`config.mk`:
```
export PLATFORM = sky130hd
export DESIGN_NAME = lsu_mem_stage
export DESIGN_NICKNAME = d
export VERILOG_FILES = /design/src/rtl/uarch_pkg.sv /design/src/rtl/lsu_load_align.sv /design/src/rtl/lsu_mem_stage.sv
export SDC_FILE = /design/constraint.sdc
export NUM_CORES = 1
export LEC_CHECK = 0
export ABC_CLOCK_PERIOD_IN_PS = 4100
export CAP_MARGIN = 20
export CORE_UTILIZATION = 30
export CTS_CLUSTER_SIZE = 16
export DETAILED_ROUTE_END_ITERATION = 6
export PLACE_DENSITY = 0.72
export SLEW_MARGIN = 15
export SYNTH_ARGS = -nofsm -noshare
export SYNTH_HDL_FRONTEND = slang
export SYNTH_SLANG_ARGS = --single-unit
export TNS_END_PERCENT = 20
```
`constraint.sdc`:
```
create_clock -name clk -period 4.1 [get_ports clk]
set_input_delay 0.82 -clock clk [delete_from_list [all_inputs] [get_ports clk]]
set_output_delay 0.82 -clock clk [all_outputs]
set_load 0.02 [all_outputs]
```
`src/rtl/uarch_pkg.sv`:
```
`default_nettype none
// ============================================================================
// Package : uarch_pkg
// Brief   : Shared micro-architecture types for the LSU memory-execute stage.
// Rev     : 1.0  initial release
// ============================================================================
package uarch_pkg;

    localparam int DATA_WIDTH = 32;
    localparam int TAG_WIDTH  = 6;

    localparam logic [6:0] OP_LOAD  = 7'b0000011;
    localparam logic [6:0] OP_STORE = 7'b0100011;

    localparam logic [2:0] F3_LB  = 3'b000;
    localparam logic [2:0] F3_LH  = 3'b001;
    localparam logic [2:0] F3_LW  = 3'b010;
    localparam logic [2:0] F3_LBU = 3'b100;
    localparam logic [2:0] F3_LHU = 3'b101;
    localparam logic [2:0] F3_SB  = 3'b000;
    localparam logic [2:0] F3_SH  = 3'b001;
    localparam logic [2:0] F3_SW  = 3'b010;

    typedef enum logic [2:0] {
        LSU_IDLE  = 3'd0,
        LSU_REQ   = 3'd1,
        LSU_WAIT  = 3'd2,
        LSU_WB    = 3'd3,
        LSU_DRAIN = 3'd4
    } lsu_state_e;

    typedef struct packed {
        logic [DATA_WIDTH-1:0] data;
    } operand_t;

    typedef struct packed {
        logic                  is_valid;
        logic [6:0]            opcode;
        logic [2:0]            funct3;
        logic [TAG_WIDTH-1:0]  dest_tag;
        logic [DATA_WIDTH-1:0] agu_addr;
        operand_t              src_1;
    } instruction_t;

    typedef struct packed {
        logic                  is_valid;
        logic [TAG_WIDTH-1:0]  dest_tag;
        logic [DATA_WIDTH-1:0] result;
    } writeback_packet_t;

endpackage
`default_nettype wire

```
`src/rtl/lsu_load_align.sv`:
```
`default_nettype none
// ============================================================================
// Module : lsu_load_align
// Brief  : Extracts and sign/zero-extends load data from a raw memory word.
// Rev    : 1.0  initial release
// ============================================================================
module lsu_load_align
    import uarch_pkg::*;
#(
    parameter int XLEN = 32
) (
    input  logic [XLEN-1:0] rdata,
    input  logic [1:0]      off,
    input  logic [2:0]      funct3,
    output logic [XLEN-1:0] result
);

    logic [7:0]  w_byte;
    logic [15:0] w_half;

    // Halfword lane uses only off[1]; a misaligned off[0] is ignored.
    assign w_byte = rdata[{off, 3'b000} +: 8];
    assign w_half = rdata[{off[1], 4'b0000} +: 16];

    always_comb begin
        result = rdata;
        case (funct3)
            F3_LB:   result = {{(XLEN-8){w_byte[7]}}, w_byte};
            F3_LBU:  result = {{(XLEN-8){1'b0}}, w_byte};
            F3_LH:   result = {{(XLEN-16){w_half[15]}}, w_half};
            F3_LHU:  result = {{(XLEN-16){1'b0}}, w_half};
            default: result = rdata;
        endcase
    end

endmodule
`default_nettype wire

```
`src/rtl/lsu_mem_stage.sv`:
```
`default_nettype none
// ============================================================================
// Module : lsu_mem_stage
// Brief  : Single-op memory-execute stage: dmem request, load align, CDB writeback.
// Rev    : 1.0  initial release
// ============================================================================
module lsu_mem_stage
    import uarch_pkg::*;
#(
    parameter int XLEN  = 32,
    parameter int TAG_W = TAG_WIDTH
) (
    input  logic              clk,
    input  logic              rst,
    input  logic              flush,
    input  instruction_t      execute_pkt,
    output logic              alu_rdy,
    output logic              dmem_req_valid,
    input  logic              dmem_req_ready,
    output logic              dmem_req_we,
    output logic [XLEN-1:0]   dmem_req_addr,
    output logic [XLEN-1:0]   dmem_req_wdata,
    output logic [3:0]        dmem_req_wstrb,
    input  logic              dmem_resp_valid,
    input  logic [XLEN-1:0]   dmem_resp_rdata,
    output writeback_packet_t wb_pkt,
    input  logic              wb_grant,
    output logic              cache_stall
);

    lsu_state_e        r_state;
    logic              r_is_store;
    logic [2:0]        r_f3;
    logic [1:0]        r_off;
    logic [TAG_W-1:0]  r_tag;
    writeback_packet_t r_wb;

    logic              w_is_store;
    logic [XLEN-1:0]   w_addr;
    logic [XLEN-1:0]   w_data;
    logic [3:0]        w_wstrb;
    logic [XLEN-1:0]   w_wdata;
    logic [XLEN-1:0]   w_load_result;

    assign w_is_store = (execute_pkt.opcode == OP_STORE);
    assign w_addr     = execute_pkt.agu_addr;
    assign w_data     = execute_pkt.src_1.data;

    // Lane placement; misaligned halfwords snap to the containing half.
    always_comb begin
        w_wstrb = 4'h0;
        w_wdata = '0;
        if (w_is_store) begin
            case (execute_pkt.funct3[1:0])
                2'b00: begin
                    w_wstrb = 4'b0001 << w_addr[1:0];
                    w_wdata = {4{w_data[7:0]}};
                end
                2'b01: begin
                    w_wstrb = 4'b0011 << {w_addr[1], 1'b0};
                    w_wdata = {2{w_data[15:0]}};
                end
                default: begin
                    w_wstrb = 4'hF;
                    w_wdata = w_data;
                end
            endcase
        end
    end

    lsu_load_align #(
        .XLEN   (XLEN)
    ) u_load_align (
        .rdata  (dmem_resp_rdata),
        .off    (r_off),
        .funct3 (r_f3),
        .result (w_load_result)
    );

    always_ff @(posedge clk) begin
        if (rst) begin
            r_state        <= LSU_IDLE;
            r_is_store     <= 1'b0;
            r_f3           <= 3'd0;
            r_off          <= 2'd0;
            r_tag          <= '0;
            r_wb           <= '0;
            dmem_req_we    <= 1'b0;
            dmem_req_addr  <= '0;
            dmem_req_wdata <= '0;
            dmem_req_wstrb <= 4'h0;
        end else begin
            case (r_state)
                LSU_IDLE: begin
                    if (execute_pkt.is_valid && !flush) begin
                        r_is_store     <= w_is_store;
                        r_f3           <= execute_pkt.funct3;
                        r_off          <= w_addr[1:0];
                        r_tag          <= execute_pkt.dest_tag;
                        dmem_req_we    <= w_is_store;
                        dmem_req_addr  <= {w_addr[XLEN-1:2], 2'b00};
                        dmem_req_wdata <= w_wdata;
                        dmem_req_wstrb <= w_wstrb;
                        r_state        <= LSU_REQ;
                    end
                end
                LSU_REQ: begin
                    // Stores are already committed, so flush never touches them.
                    if (dmem_req_ready) begin
                        if (r_is_store)
                            r_state <= LSU_IDLE;
                        else if (flush)
                            r_state <= LSU_DRAIN;
                        else
                            r_state <= LSU_WAIT;
                    end else if (!r_is_store && flush) begin
                        r_state <= LSU_IDLE;
                    end
                end
                LSU_WAIT: begin
                    if (dmem_resp_valid) begin
                        if (flush) begin
                            r_state <= LSU_IDLE;
                        end else begin
                            r_wb.is_valid <= 1'b1;
                            r_wb.dest_tag <= r_tag;
                            r_wb.result   <= w_load_result;
                            r_state       <= LSU_WB;
                        end
                    end else if (flush) begin
                        r_state <= LSU_DRAIN;
                    end
                end
                LSU_WB: begin
                    if (flush || wb_grant) begin
                        r_wb    <= '0;
                        r_state <= LSU_IDLE;
                    end
                end
                LSU_DRAIN: begin
                    if (dmem_resp_valid)
                        r_state <= LSU_IDLE;
                end
                default: r_state <= LSU_IDLE;
            endcase
        end
    end

    assign alu_rdy        = (r_state == LSU_IDLE);
    assign dmem_req_valid = (r_state == LSU_REQ);
    assign cache_stall    = !r_is_store &&
                            ((r_state == LSU_REQ) || (r_state == LSU_WAIT) || (r_state == LSU_WB));
    assign wb_pkt         = r_wb;

endmodule
`default_nettype wire

```
==> parameters.txt <==
Parameter                              Value

Floorplanning
  Horizontal die dimension ... 134 um
  I/O pin cnt ... 230
  Starting Density ... 0.311
  Die Area ... 18,000 um2
  Y dimension of the die ... 134 um
  Floorplan core area ... 16,800 um2
  Site Rows ... 47

Clock network
  H-tree levels ... 4
  Clock Sink Count ... 120
  Root Driver ... sky130_fd_sc_hd__clkbuf_16
  Setup Fix Bufs, Post-CTS ... 0
  Post-CTS Hold Buffers ... 0
  CTS tree ... done
  Clk pin slew, worst setup/hold paths ... 0.05 ns
  # resized after CTS ... 0
  Deepest clock path buffer count ... 2
  Worst-skew pair later-pin latency ... 0.41 ns
  CTS Buf Count ... 17

Global routing
  Initial antenna violation count ... 0
  Via count of the first global-routing pass ... 5,043
  Gr usage total ... 0.191
  Total congestion overflow ... 0
  First-pass GRT wire length ... 26,600 um
  Maximum number of pins on one net before global-route repair ... 72

Routing
  Iteration-0 DRC count of the detailed router ... 291
  Length of the first detailed-routing pass in iterations ... 6
  Vias per std cell ... 4.99
  Wirelength per Cell ... 16.3 um
  Wire length reported by the detailed router ... 16,900 um
  Routed via count ... 5,163
  Number of routed nets with antenna violations ... 0
  Final routed DRC violation total ... 0

Cells and area
  Nets ... 922
  Commonest cells after routing, fill and taps aside ... sky130_fd_sc_hd__clkdlybuf4s50_1 (226), sky130_fd_sc_hd__dfxtp_1 (120), sky130_fd_sc_hd__nand2_1 (110)
  Final cell count without fillers ... 1,035
  Post-route cell area ... 8210 um2
  Number of antenna diodes ... 0
  Most frequent standard cell in the layout excluding fill and tap cells ... sky130_fd_sc_hd__clkdlybuf4s50_1
  Post-synthesis to final-layout area growth ... 56.7%
  Layout cell share with drive strength beyond 1 ... 0.0810

Synth
  Share of Yosys cell area claimed by the top area cell type ... 0.459
  Biggest area contributors in the synthesized netlist ... sky130_fd_sc_hd__dfxtp_1 (46%), sky130_fd_sc_hd__nand2_1 (8.0%), sky130_fd_sc_hd__a21oi_1 (5.4%)
  Top FF cell, synth ... sky130_fd_sc_hd__dfxtp_1
  Async S/R FF share, synth ... 0
  Post-synthesis instance area ... 5240 um2
  Number of synthesized flops with an enable pin ... 0
  Cell taking the most area after synthesis ... sky130_fd_sc_hd__dfxtp_1
  Syn_area_per_cell ... 8.73 um2
  Post-synthesis sequential area ratio ... 0.459
  Netlist cell types ... 47
  Mapped Cells ... 600
  Post-synthesis sequential element count ... 120
  Count of synthesis-stage warnings from yosys ... 0

Pwr
  P per Cell Area ... 430 nW/um2
  Post-layout total power ... 3.53 mW
  Leakage ... 2.87 nW
  Worst IR drop on VDD ... 257 uV

Critical path
  Largest driver fanout on the critical path ... 12
  Kind of critical path ... flop to primary output
  Crit path DAT ... 2.13 ns
  Startpoint class of the critical path ... flop
  Required time reported for the critical path endpoint ... 3.28 ns
  Setup crit end kind ... primary output
  Worst Reg2Reg Path Length in Cells ... 4
  Origin of the worst setup path ... r_state[0]
  Critical R2R Capture ... wb_pkt[7]
  Worst R2R Setup Slack ... 1.75 ns
  Startpoint of the most critical register-to-register path ... r_state[0]
  Crit path capture ... dmem_req_valid

Timing
  Post-route worst hold slack ... 0.452 ns
  Share of the clock period used by the worst path ... 0.718
  RSZ-0062 raised after global routing ... no
  Peak Freq ... 340 MHz
  Number of pins exceeding their max-slew limit in the final report ... 0
  Max-slew headroom ... 0.306
  Worst-Margin Slew ... 1.04 ns
  Final-report setup violation count ... 0
  Endpoints failing hold ... 0
  Setup tns final ... 0 ns
  Post-layout minimum cycle time ... 2.95 ns
  Fin Clk Skew ... 0.00748 ns

Placement
  Inst Count DP ... 1,004
  RePlAce Congestion ... 0.798
  Count of port buffers added during placement ... 227
  HPWL reported at the end of detailed placement ... 11,900 um
  Post-placement cell area ... 7600 um2

Hold path
  Hold Path Class ... flop to flop

Job
  Number of maximum-capacitance constraint violations ... 0

Status
  Outcome ... finished clean
kinds of logic (layout without fill, tap and decap cells):
logic type,after synthesis,in the layout,share of synthesized area
buffers and inverters,68,282,0.0619
multiplexers,30,30,0.0638
flip-flops,120,120,0.459
other,1,2,0.000716
AND/OR/NAND/NOR,208,208,0.180
AO/OA/AOI/OAI,173,173,0.235
metrics by stage:
step / utilization / setup slack (ns)
floorplan: - / 1.73
global placement: 0.452 / 0.849
detailed placement: 0.452 / 0.846
CTS: 0.488 / 1.16
global route: 0.488 / 1.02
finish: 0.488 / 1.15
worst max-delay path, cell delays in order, from the launching register on:
cell                              delay, ns
sky130_fd_sc_hd__dfxtp_1               0.53
sky130_fd_sc_hd__nor3b_1               0.48
sky130_fd_sc_hd__clkdlybuf4s50_1       0.71
how the worst min path moves through the flow:
stage	start	endpoint	slack [ns]	cells after the start
floorplan	r_tag[0]	r_tag[0]	0.44	2
global placement	dmem_req_wstrb[1]	dmem_req_wstrb[1]	0.44	2
detailed placement	dmem_req_addr[17]	dmem_req_addr[17]	0.45	2
CTS	dmem_req_addr[17]	dmem_req_addr[17]	0.45	2
global route	dmem_req_addr[25]	dmem_req_addr[25]	0.47	2
finish	dmem_req_addr[25]	dmem_req_addr[25]	0.45	2
sequential cells by signal, summed over array words and instances, names as in the netlist:
name            flops
dmem_req_wdata     32
r_state             3
r_off               2
r_f3                3
dmem_req_wstrb      4
dmem_req_addr      30
wb_pkt             39
r_tag               6
r_is_store          1
synth_stat cells (all sizes together), types with 14 or more instances:
| cell type | instances |
|---|---|
| a21oi | 57 |
| a22oi | 38 |
| a32o | 16 |
| buf | 20 |
| clkbuf | 33 |
| dfxtp | 120 |
| inv | 14 |
| mux2 | 17 |
| nand2 | 111 |
| nand2b | 14 |
| nor2 | 50 |
| o21ai | 16 |
layout make-up:
cell class	count	area [um2]
inverters	15	56.3
flip-flops and latches	120	2400
well taps	220	275
clock buffers	20	457
repair buffers	236	2350
fillers	1600	8610
clock inverters	11	148
multi-input cells	413	2520
routing by layer:
layer / vias up / track usage / wire, um
met3: 22 / 0.0650 / 1320
met4: 0 / 0.0705 / 369
met2: 222 / 0.309 / 8020
met5: - / 0 / 0
li1: 2543 / - / -
met1: 2376 / 0.234 / 7170
power by group:
part | switching [mW] | internal (mW) | leakage [nW] | total (mW)
sequential | 0.0589 | 1.22 | 0.971 | 1.28
clock | 0.537 | 0.984 | 0.285 | 1.52
combinational | 0.388 | 0.338 | 1.62 | 0.725
No activity file was read; power rests on OpenSTA's default activity.
==> RTL edit, RTL diff (same settings) <==
Encoding of `lsu_state_e`: now one-hot (5 bits for 5 states).
--- a/src/rtl/uarch_pkg.sv
+++ b/src/rtl/uarch_pkg.sv
@@ -23,8 +23,8 @@
 
-    typedef enum logic [2:0] {
-        LSU_IDLE  = 3'd0,
-        LSU_REQ   = 3'd1,
-        LSU_WAIT  = 3'd2,
-        LSU_WB    = 3'd3,
-        LSU_DRAIN = 3'd4
+    typedef enum logic [4:0] {
+        LSU_IDLE  = 5'b00001,
+        LSU_REQ   = 5'b00010,
+        LSU_WAIT  = 5'b00100,
+        LSU_WB    = 5'b01000,
+        LSU_DRAIN = 5'b10000
     } lsu_state_e;
Function: no difference found for any inputs over 4 cycles, from zero or initial values and one cycle with rst high; so few cycles prove little.
==> RTL edit against the unedited design <==
Combinational power fell by 44%. Synthesized area rose by 0.84%. Critical path type unchanged. Die area rose by 0.82%. Fmax rose by 1.5%. Total power fell by 9.8%. Routed wire length fell by 2.3%. Register-to-register slack improved by 370 ps. Highest routed layer unchanged. Final area rose by 1.2%. Non-clock buffer count rose by 3. Setup slack improved by 42 ps. Sequential cell count rose by 2.
==> RTL edit: results (changes against the unedited design) <==
{| class="wikitable"
! Metric !! Value
|-
| R2r startpoint || r_state[2]
|-
| Total wire length || 16.5 mm (-2.3%)
|-
| Most area-consuming cells after synthesis || sky130_fd_sc_hd__dfxtp_1, sky130_fd_sc_hd__nand2_1, sky130_fd_sc_hd__a22o_1
|-
| Nets@finish || 910 (-1.3%)
|-
| Hold EP || dmem_req_addr[21]
|-
| Wire length of the first global-routing pass || 25.9 mm (-2.8%)
|-
| Post-synthesis xor/xnor area fraction || 0.166% (+0.17 points)
|-
| Buffers on Ports || 227 (unchanged)
|-
| Cell count after synthesis || 585 (-2.5%)
|-
| Sequential element share of the synthesized area || 46.2% (+0.38 points)
|-
| Area after DPL || 7690 µm² (+1.1%)
|-
| Vias in the first global route || 4980 (-1.2%)
|-
| Setup slack of the worst register-to-register path || 2120 ps (+370 ps)
|-
| Largest stage delay on the critical path || 670 ps (-40 ps)
|-
| Number of iterations in the first detailed-routing pass || 4 (-2)
|-
| End of the worst register-to-register path || dmem_req_wstrb[0]
|-
| Peak supply drop || 0.271 mV (+5.2%)
|-
| Number of antenna violations at the first check in global routing || 0 (unchanged)
|-
| Detail Placement HPWL || 11.4 mm (-4.4%)
|-
| Cell leakage power || 3.05 nW (+6.3%)
|-
| Worst Skew || 7.54 ps (+0.0587 ps)
|-
| Largest fanout of any net on the critical path || 10 (-2)
|-
| Fraction of final layout cells with drive strength greater than 1 || 6.97% (-1.1 points)
|-
| Detailed-route via count || 5105 (-1.1%)
|-
| Run status || completed
|-
| Number of buffers created by CTS || 17 (unchanged)
|-
| Wire length per cell || 16.0 µm (-1.7%)
|-
| Global placement routability congestion || 0.785 (-1.7%)
|-
| Mux cell area share after synthesis || 5.59% (-0.79 points)
|-
| Synth cell count leaders || sky130_fd_sc_hd__dfxtp_1, sky130_fd_sc_hd__nand2_1, sky130_fd_sc_hd__a21oi_1
|-
| Setup WS pre-CTS || 1050 ps (+208 ps)
|-
| Worst hold margin || 449 ps (-3.08 ps)
|-
| Post-synthesis compound-gate area fraction || 26.1% (+2.6 points)
|-
| Resized cells post-CTS || 0 (unchanged)
|-
| Clock latency of the later-clocked register in the worst-skew pair || 410 ps (about the same)
|-
| Total track usage || 18.3% (-0.81 points)
|-
| Synthesized-area fraction occupied by adder cells || 0% (unchanged)
|-
| Max_slew headroom || 37.0% (+6.5 points)
|-
| Hold Startpoint || dmem_req_addr[21]
|-
| Largest net degree at the start of global routing || 45 (-38%)
|-
| Slowest-stage cell, CP || sky130_fd_sc_hd__clkdlybuf4s50_1
|}
RTL edit: cell types whose count changed in the layout (fill, tap and decap cells not counted), moves of 8 or more:
cell,change
sky130_fd_sc_hd__nor2_1,-45
sky130_fd_sc_hd__a32o_1,-14
sky130_fd_sc_hd__a221oi_1,-8
sky130_fd_sc_hd__a221o_1,+9
sky130_fd_sc_hd__mux2_2,-15
sky130_fd_sc_hd__a22o_1,+47
sky130_fd_sc_hd__o2bb2ai_1,+18
sky130_fd_sc_hd__o21ai_0,+21
sky130_fd_sc_hd__mux2i_1,+13
sky130_fd_sc_hd__a22oi_1,-38
sky130_fd_sc_hd__inv_1,-9
RTL edit: layout make-up:
cell class                 count  area (µm²)
timing repair buffer         239        2360
inverter                       5        18.8
sequential                   122        2440
clock buffer                  24         502
clock inverter                 7         113
tap                          225         282
fill                        1641        8930
multi-input combinational    406        2590
RTL edit: layer usage:
layer	up-vias	track usage [%]	share of wire, %
met5	-	0	0
met4	0	6.99	1.8
met3	19	6.04	8.4
met2	201	30.1	47
met1	2372	21.9	43
li1	2513	-	-
RTL edit: how the worst max path moves through the flow:
stage	startpoint	end	slack, ps	cells after the start
after detailed placement	execute_pkt[78]	dmem_req_wdata[3]	1050	5
final	r_state[2]	cache_stall	1200	4
after floorplan	r_state[1]	cache_stall	1850	4
after global routing	r_state[2]	cache_stall	1050	4
after CTS	r_state[2]	cache_stall	1170	4
after global placement	execute_pkt[78]	dmem_req_wdata[30]	1130	5
RTL edit: power breakdown:
group	total [mW]	leakage, nW	switching (mW)	internal (mW)
Sequential	1.23	0.987	0.0178	1.21
Clock	1.55	0.302	0.514	1.03
Combinational	0.409	1.77	0.201	0.208
